File: src/rtl/bpug_issue_ctrl.sv
// Issue controller for a bit-processor group: per job it clears the group, loads weight banks and 16 image bytes, then issues compute/shift instructions; items reach the bpug outputs 2 cycles after generation, no backpressure.
// Optional busy-cycle counter on perf_cycles when BPUG_ISSUE_PERF_EN is defined.
module bpug_issue_ctrl #(
    parameter int ADDR_W = 12,
    parameter int N_CALC = 7
) (
    input  logic              clk,
    input  logic              rst_n,
    input  logic              start,
    input  logic [ADDR_W-1:0] cfg_wgt_base,
    input  logic [ADDR_W-1:0] cfg_img_base,
    input  logic [3:0]        cfg_n_wgt,
    input  logic [3:0]        cfg_n_up,
    output logic [ADDR_W-1:0] mem_addr,
    output logic              mem_rd,
    input  logic [7:0]        mem_rdata,
    output logic              bpug_enable,
    output logic              bpug_rst,
    output logic              bpug_sel,
    output logic [2:0]        bpug_wgt_sel,
    output logic [7:0]        bpug_data,
    output logic [9:0]        bpug_instr,
`ifdef BPUG_ISSUE_PERF_EN
    output logic [15:0]       perf_cycles,
`endif
    output logic              busy,
    output logic              done
);

    typedef enum logic [2:0] {
        IDLE, CLR, LOAD_W, LOAD_I, CALC, SHIFT, DRAIN, DONE
    } state_t;

    localparam logic [5:0] CALC_N    = 6'(N_CALC);
    localparam logic [5:0] CALC_LAST = 6'(2 * N_CALC - 1);

    state_t            state_q, state_d;
    logic [5:0]        off_q, off_d;
    logic [2:0]        k_q, k_d;
    logic [2:0]        bank_q, bank_d;
    logic [3:0]        pass_q, pass_d;

    logic [ADDR_W-1:0] wgt_base_q, img_base_q;
    logic [3:0]        n_wgt_q, n_up_q;

    logic              s1_vld_d, s1_rd_d, s1_sel_d;
    logic [9:0]        s1_instr_d;
    logic [2:0]        s1_wgt_d;
    logic [ADDR_W-1:0] mem_addr_d;

    logic              s1_vld_q, s1_rd_q, s1_sel_q;
    logic [9:0]        s1_instr_q;
    logic [2:0]        s1_wgt_q;

    logic              out_vld_q, out_sel_q;
    logic [7:0]        out_data_q;
    logic [9:0]        out_instr_q;
    logic [2:0]        out_wgt_q;

    always_comb begin
        state_d    = state_q;
        off_d      = off_q;
        k_d        = k_q;
        bank_d     = bank_q;
        pass_d     = pass_q;
        s1_vld_d   = 1'b0;
        s1_rd_d    = 1'b0;
        s1_sel_d   = 1'b0;
        s1_instr_d = '0;
        s1_wgt_d   = '0;
        mem_addr_d = '0;
        case (state_q)
            IDLE: begin
                if (start) state_d = CLR;
            end
            CLR: begin
                off_d   = '0;
                k_d     = '0;
                bank_d  = '0;
                pass_d  = '0;
                state_d = (n_wgt_q != 4'd0) ? LOAD_W : LOAD_I;
            end
            LOAD_W: begin
                s1_vld_d   = 1'b1;
                s1_rd_d    = 1'b1;
                s1_instr_d = 10'h040;
                s1_wgt_d   = bank_q;
                mem_addr_d = wgt_base_q + ADDR_W'(off_q);
                off_d      = off_q + 6'd1;
                if (k_q == 3'd6) begin
                    k_d    = '0;
                    bank_d = bank_q + 3'd1;
                    if (bank_q == 3'(n_wgt_q - 4'd1)) begin
                        off_d   = '0;
                        state_d = LOAD_I;
                    end
                end else begin
                    k_d = k_q + 3'd1;
                end
            end
            LOAD_I: begin
                s1_vld_d   = 1'b1;
                s1_rd_d    = 1'b1;
                s1_sel_d   = 1'b1;
                s1_instr_d = off_q[3] ? 10'h280 : 10'h080;
                mem_addr_d = img_base_q + ADDR_W'(off_q);
                off_d      = off_q + 6'd1;
                if (off_q == 6'd15) begin
                    off_d   = '0;
                    state_d = CALC;
                end
            end
            CALC: begin
                s1_vld_d = 1'b1;
                // First half-pass uses data_sel=0, second repeats the opcodes with data_sel=1.
                if (off_q < CALC_N) s1_instr_d = {5'b0, off_q[4:0]};
                else                s1_instr_d = {4'b0, 1'b1, 5'(off_q - CALC_N)};
                off_d = off_q + 6'd1;
                if (off_q == CALC_LAST) begin
                    off_d   = '0;
                    state_d = (pass_q < n_up_q) ? SHIFT : DRAIN;
                end
            end
            SHIFT: begin
                s1_vld_d   = 1'b1;
                s1_instr_d = 10'h100;
                pass_d     = pass_q + 4'd1;
                state_d    = CALC;
            end
            DRAIN: begin
                if (!s1_vld_q && !out_vld_q) state_d = DONE;
            end
            DONE: begin
                state_d = IDLE;
            end
            default: state_d = IDLE;
        endcase
    end

    always_ff @(posedge clk or negedge rst_n) begin
        if (!rst_n) begin
            state_q <= IDLE;
            off_q   <= '0;
            k_q     <= '0;
            bank_q  <= '0;
            pass_q  <= '0;
        end else begin
            state_q <= state_d;
            off_q   <= off_d;
            k_q     <= k_d;
            bank_q  <= bank_d;
            pass_q  <= pass_d;
        end
    end

    always_ff @(posedge clk or negedge rst_n) begin
        if (!rst_n) begin
            wgt_base_q <= '0;
            img_base_q <= '0;
            n_wgt_q    <= '0;
            n_up_q     <= '0;
        end else if (state_q == IDLE && start) begin
            wgt_base_q <= cfg_wgt_base;
            img_base_q <= cfg_img_base;
            n_wgt_q    <= (cfg_n_wgt > 4'd8) ? 4'd8 : cfg_n_wgt;
            n_up_q     <= cfg_n_up;
        end
    end

    // Stage 1 waits for the read data; stage 2 is the registered bpug output.
    always_ff @(posedge clk or negedge rst_n) begin
        if (!rst_n) begin
            s1_vld_q    <= 1'b0;
            s1_rd_q     <= 1'b0;
            s1_sel_q    <= 1'b0;
            s1_instr_q  <= '0;
            s1_wgt_q    <= '0;
            out_vld_q   <= 1'b0;
            out_sel_q   <= 1'b0;
            out_data_q  <= '0;
            out_instr_q <= '0;
            out_wgt_q   <= '0;
        end else begin
            s1_vld_q    <= s1_vld_d;
            s1_rd_q     <= s1_rd_d;
            s1_sel_q    <= s1_sel_d;
            s1_instr_q  <= s1_instr_d;
            s1_wgt_q    <= s1_wgt_d;
            out_vld_q   <= s1_vld_q;
            out_sel_q   <= s1_sel_q;
            out_data_q  <= s1_rd_q ? mem_rdata : 8'h00;
            out_instr_q <= s1_instr_q;
            out_wgt_q   <= s1_wgt_q;
        end
    end

`ifdef BPUG_ISSUE_PERF_EN
    logic [15:0] perf_cycles_q;

    always_ff @(posedge clk or negedge rst_n) begin
        if (!rst_n) begin
            perf_cycles_q <= '0;
        end else if (state_q == IDLE && start) begin
            perf_cycles_q <= '0;
        end else if (state_q != IDLE && perf_cycles_q != 16'hFFFF) begin
            perf_cycles_q <= perf_cycles_q + 16'd1;
        end
    end

    assign perf_cycles = perf_cycles_q;
`endif

    assign mem_rd       = s1_rd_d;
    assign mem_addr     = mem_addr_d;
    assign bpug_rst     = (state_q == CLR);
    assign bpug_enable  = out_vld_q | (state_q == CLR);
    assign bpug_sel     = out_sel_q;
    assign bpug_wgt_sel = out_wgt_q;
    assign bpug_data    = out_data_q;
    assign bpug_instr   = out_instr_q;
    assign busy         = (state_q != IDLE);
    assign done         = (state_q == DONE);

endmodule

File: config.mk
export PLATFORM = sky130hd
export DESIGN_NAME = bpug_issue_ctrl
export DESIGN_NICKNAME = d
export VERILOG_FILES = /design/src/rtl/bpug_issue_ctrl.sv
export SDC_FILE = /design/constraint.sdc
export NUM_CORES = 1
export LEC_CHECK = 0
export CORE_MARGIN = 2
export CORE_UTILIZATION = 47
export CTS_CLUSTER_DIAMETER = 30
export DETAILED_ROUTE_END_ITERATION = 6
export PLACE_DENSITY = 0.78
export SLEW_MARGIN = 10
export SYNTH_ARGS = -nofsm -noshare
export SYNTH_HDL_FRONTEND = slang
export SYNTH_SLANG_ARGS = --single-unit
File: constraint.sdc
create_clock -name clk -period 3.53 [get_ports clk]
set_clock_uncertainty 0.1 [all_clocks]
set_input_delay 0.8825 -clock clk [delete_from_list [all_inputs] [get_ports clk]]
set_output_delay 0.8825 -clock clk [all_outputs]
set_load 0.1 [all_outputs]
# After elaboration in Yosys (flattened, before gate mapping)
# Cells that the tools add are included.
# op_classes
n_addsub	8
reduce_logical	14
n_mux	29
n_lt_le_gt_ge	3
n_bitwise	1
n_eq_ne	17
# op_table
operator	count
10-bit one-hot mux with 4 select lines	1
6-bit 2-to-1 mux	5
3-bit 2-to-1 mux	9
12-bit by 6-bit adder with 12-bit output	2
12-bit one-hot mux with 2 select lines	1
3-bit one-hot mux with 8 select lines	1
6-bit one-hot mux with 4 select lines	1
3-bit == test (second input constant)	5
6-bit by 4-bit == test with 1-bit output (second input constant)	2
2-bit != test (second input constant)	6
3-bit one-hot mux with 2 select lines	2
10-bit 2-to-1 mux	1
8-bit 2-to-1 mux	1
4-bit one-hot mux with 2 select lines	1
4-bit nonzero test	2
3-bit by 1-bit adder with 3-bit output (second input constant)	2
6-bit by 1-bit adder with 6-bit output (second input constant)	1
3-bit by 2-bit == test with 1-bit output (second input constant)	2
6-bit by 3-bit less-than comparator with 1-bit output (second input constant)	1
6-bit AND reduction	1
5-bit by 3-bit subtractor with 5-bit output (second input constant)	1
4-bit by 1-bit adder with 4-bit output (second input constant)	1
4-bit greater-than comparator (second input constant)	1
4-bit less-than comparator	1
15 further kinds	21
# word_totals
ff_bits	90

# Longest topological paths before layout
# logic_depth
depth_word	5
depth_mapped	14
mapped_depth_nobuf	12

# Least setup slack after synthesis
# No wires, ideal clock.
# synth_path
kind	reg2out
from	register state_q[0]
to	output mem_addr[11]
path_slack_ps	-1872
t_arrival_ps	4419
required_time_ps	2548
path_stages_with_launch	13
cell_sequence	dfrtp_1 buf_2 nand3b_1 inv_1 buf_2 nand2_1 nand2_1 ha_1 a211oi_1 o21bai_1 a31oi_1 nor3_1 nor3b_1
# synth_via
elab_chain_len	2
word_cells_on_any_way	3
# synth_rtl
element	line	rtl
start: declaration	37	state_t state_q, state_d;
start signal: assignment	148	state_q <= state_d;
3-bit by 2-bit == test with 1-bit output	72	case (state_q)
12-bit one-hot mux with 2 select lines (*)	72	
end: declaration	14	output logic [ADDR_W-1:0] mem_addr,
# Every way passes the cells marked *; elsewhere a longest branch is shown, timed or not.

# Worst setup path in the final report
# layout_path
from	register state_q[2]
to	output mem_addr[8]
# Same word-level chain as after synthesis.

==> results.json <==
{
  "run_status": "complete, but fails checks",
  "violations": "negative setup slack",
  "routed_wl_mm": 9.76,
  "r2r_start": "n_wgt_q[0]$_DFFE_PN0P_",
  "mappedNetlistArea_sq_um": 4130,
  "fp.dieArea_sq_um": 9550,
  "regArea_sq_um": 2200,
  "min_to": "bpug_wgt_sel[1]$_DFF_PN0_",
  "hold_viol_final": 0,
  "fin_hold_ws_ns": 0.247,
  "synth-async-reset-ratio_pct": 100,
  "synth_xor_area_share_pct": 2.27,
  "seq_area_frac_synth_pct": 53.4,
  "drive_above_1_share_pct": 32.8,
  "vias": 3267,
  "critPathKind": "register to output port",
  "antenna_found_initial": 0,
  "tightest_slew_ns": 1.07,
  "cts_tree": "yes",
  "rows": 34,
  "cp_slowest_cell": "dfrtp_1",
  "synthDistinctLibCells": 48,
  "wire_per_inst_microns": 16.2,
  "ir_drop_mv": 0.184,
  "grt.total_usage_pct": 20.6,
  "p_int_mw": 1.46,
  "multi_input_area_sq_um": 2100,
  "clock-root-buffer": "clkbuf_8",
  "synth_fa_ha_area_share_pct": 4.73,
  "hpwl_mm": 6.57,
  "setup_viol": 9,
  "synth_seq_cells": 88,
  "synth_top_family_by_area": "simple AND/OR/NAND/NOR gates",
  "required_ns": 2.55,
  "cts_hold_buf": 0,
  "r2r_slack_ns": 1.12,
  "synth.net_count": 441,
  "yosys_warnings": 0,
  "gp_congestion": 0.902,
  "min-delay-start": "s1_wgt_q[1]$_DFF_PN0_",
  "detail-route-antenna-nets": 0,
  "dpl_worst_slack_ns": -0.137,
  "grt_pass1_wl_mm": 15.7,
  "worst_hold_path_type": "register to register",
  "top_level_ports": 82,
  "r2r.worst_path.cells": 7,
  "chipWidth_microns": 97.7,
  "fmax_mhz": 248,
  "relSlewSlack_pct": 28.6,
  "start_util_pct": 47.8,
  "core_sq_um": 8640,
  "finalCriticalPeriod_ns": 4.03,
  "synth_largest_area_cell": "dfrtp_1",
  "switching_share_pct": 22.4,
  "pwr-share-comb_pct": 6.0,
  "fin_crit_sh_pct": 114,
  "grt_pass1_vias": 3326,
  "syn_inst": 383,
  "synth-edff-count": 0,
  "gr-total-overflow": 0,
  "vias_per_cell": 5.43,
  "avgSynthCellArea_sq_um": 10.8,
  "die_h_microns": 97.7,
  "cp-end-kind": "output port",
  "setup_slack_ns": -0.504,
  "cap_violations": 0,
  "power.share.clock_pct": 40.1,
  "clock_latency_ns": 0.36,
  "synth_top_area_share_pct": 53.4,
  "synth_top_flop_cell": "dfrtp_1",
  "num_antenna_cells": 0,
  "cts-buffers-inserted": 9,
  "cellLeakagePower_nw": 2.70,
  "crit_chain": "nand3b_1 -> inv_2 -> nand2_1 -> nand2_1 -> ha_2 -> inv_2 -> fa_2 -> nor2b_2 -> o31a_1 -> o21ai_4 -> buf_4 -> a21oi_4 -> mux2i_4 -> buf_12",
  "synth_area_leaders": "dfrtp_1, mux2_2, nand2_1",
  "post-route-util_pct": 67.5,
  "r2r-end": "state_q[1]$_DFFE_PN0P_",
  "clock_sinks": 88,
  "ys_top_cells_by_count": "dfrtp_1, nand2_1, mux2_2",
  "cp-start-kind": "register",
  "synth-compound-area-share_pct": 9.95,
  "clockBufferDepth": 2,
  "yosys.area_share.simple_pct": 15.9,
  "drt-pass1-iter-count": 4,
  "drv_slew": 0,
  "synthMuxAreaShare_pct": 10.4,
  "seqPwrFrac_pct": 53.9,
  "drc": 0,
  "layout-area-overhead-vs-synth_pct": 41.3,
  "slowest_delay_ns": 0.38,
  "fillers": 616,
  "path_max_fanout": 3,
  "p_switching_mw": 0.422,
  "rsz0062_at_grt": "true",
  "hold_path_depth": 0,
  "yosysMostFrequentCell": "dfrtp_1",
  "port_buffers": 81,
  "cts_max_level": 3,
  "grt_max_degree": 89,
  "clk_pin_slew_ns": 0.09,
  "drt_iter0_drc": 164,
  "cp.arrival_ns": 3.05,
  "nets": 548,
  "cellPowerDensity_nw_per_um2": 322
}
[critical path: cells and delay by family, from the launching register on]
kind            cells  cell delay [ns]
simple gates        4             0.50
fa+ha+maj           2             0.53
compound gates      3             0.47
mux                 1             0.29
buf+inv             4             0.51
flops               1             0.38
[how the worst max path moves through the flow]
stage	from	to	slack, ns	cells past startpoint
global placement	state_q[2]$_DFFE_PN0P_	mem_addr[10]	-0.01	13
global route	state_q[2]$_DFFE_PN0P_	mem_addr[10]	-0.63	13
detailed placement	state_q[2]$_DFFE_PN0P_	mem_addr[10]	-0.14	13
CTS	state_q[0]$_DFFE_PN0P_	mem_addr[10]	-0.43	13
floorplan	state_q[0]$_DFFE_PN0P_	mem_addr[10]	-0.60	14
finish	state_q[2]$_DFFE_PN0P_	mem_addr[8]	-0.50	14
[cells in the final DEF, fill, tap and decap left out, types with 9 or more instances in the layout]
cell type / instances
clkbuf_8: 9
a21oi_1: 10
buf_12: 13
dfrtp_1: 88
nor2_1: 17
mux2_2: 31
ha_1: 9
and2_1: 10
nand3_1: 12
nand2_1: 41
inv_1: 16
o21ai_0: 22
clkdlybuf4s50_1: 41
buf_4: 54
[sequential cells by signal, summed over array words and instances (netlist names), 4 cells and up]
| signal | cells |
|---|---|
| s1_instr_q | 10 |
| bpug_instr | 10 |
| wgt_base_q | 12 |
| pass_q | 4 |
| off_q | 6 |
| img_base_q | 12 |
| bpug_data | 8 |
| n_up_q | 4 |
| n_wgt_q | 4 |
[per-stage QoR]
stage / power (mW) / TNS (ns) / cells / instance area [sq um]
floorplan: 1.07 / -3.30 / 383 / 4270
global placement: 1.15 / -0.00993 / 580 / 5370
detailed placement: 1.15 / -0.517 / 580 / 5370
CTS: 1.90 / -2.36 / 597 / 5680
global route: 1.94 / -4.33 / 602 / 5830
finish: 1.88 / -3.19 / 602 / 5830
[cell type report]
| class | count | area share [%] |
|---|---|---|
| multi-input combinational | 261 | 36.1 |
| clock inverter | 5 | 1.40 |
| timing repair buffer | 111 | 19.0 |
| sequential | 88 | 37.8 |
| clock buffer | 10 | 2.19 |
| tap | 108 | 2.32 |
| inverter | 19 | 1.22 |
[timing repair]
action / CTS / global route
resized for setup: 21 / 18
setup buffers: 3 / 5
pin swaps: 22 / 7
setup endpoints to repair: 8 / 10
[routing by layer]
metal / vias up / track usage (%) / wire length (microns)
met3: 25 / 3.67 / 435
li1: 1538 / - / -
met5: - / 0 / 0
met2: 105 / 35.9 / 5080
met1: 1599 / 25.2 / 3920
met4: 0 / 8.87 / 321
[power by group through the flow]
| stage | combinational (mW) | sequential [mW] | clock [mW] |
|---|---|---|---|
| global route | 0.120 | 1.01 | 0.810 |
| global placement | 0.113 | 1.03 | 0 |
| finish | 0.113 | 1.01 | 0.753 |
| CTS | 0.115 | 1.01 | 0.767 |
| detailed placement | 0.114 | 1.03 | 0 |
| floorplan | 0.00388 | 1.07 | 0 |
[logic make-up (layout without fill, tap and decap cells)]
family,count (synthesis),count (layout)
AO/OA/AOI/OAI,66,66
XOR/XNOR,9,9
adder cells (fa/ha/maj),15,15
buffers and inverters,34,145
flip-flops,88,88
multiplexers,39,39
AND/OR/NAND/NOR,132,132
Note: power is estimated with default switching activity, not from simulation.
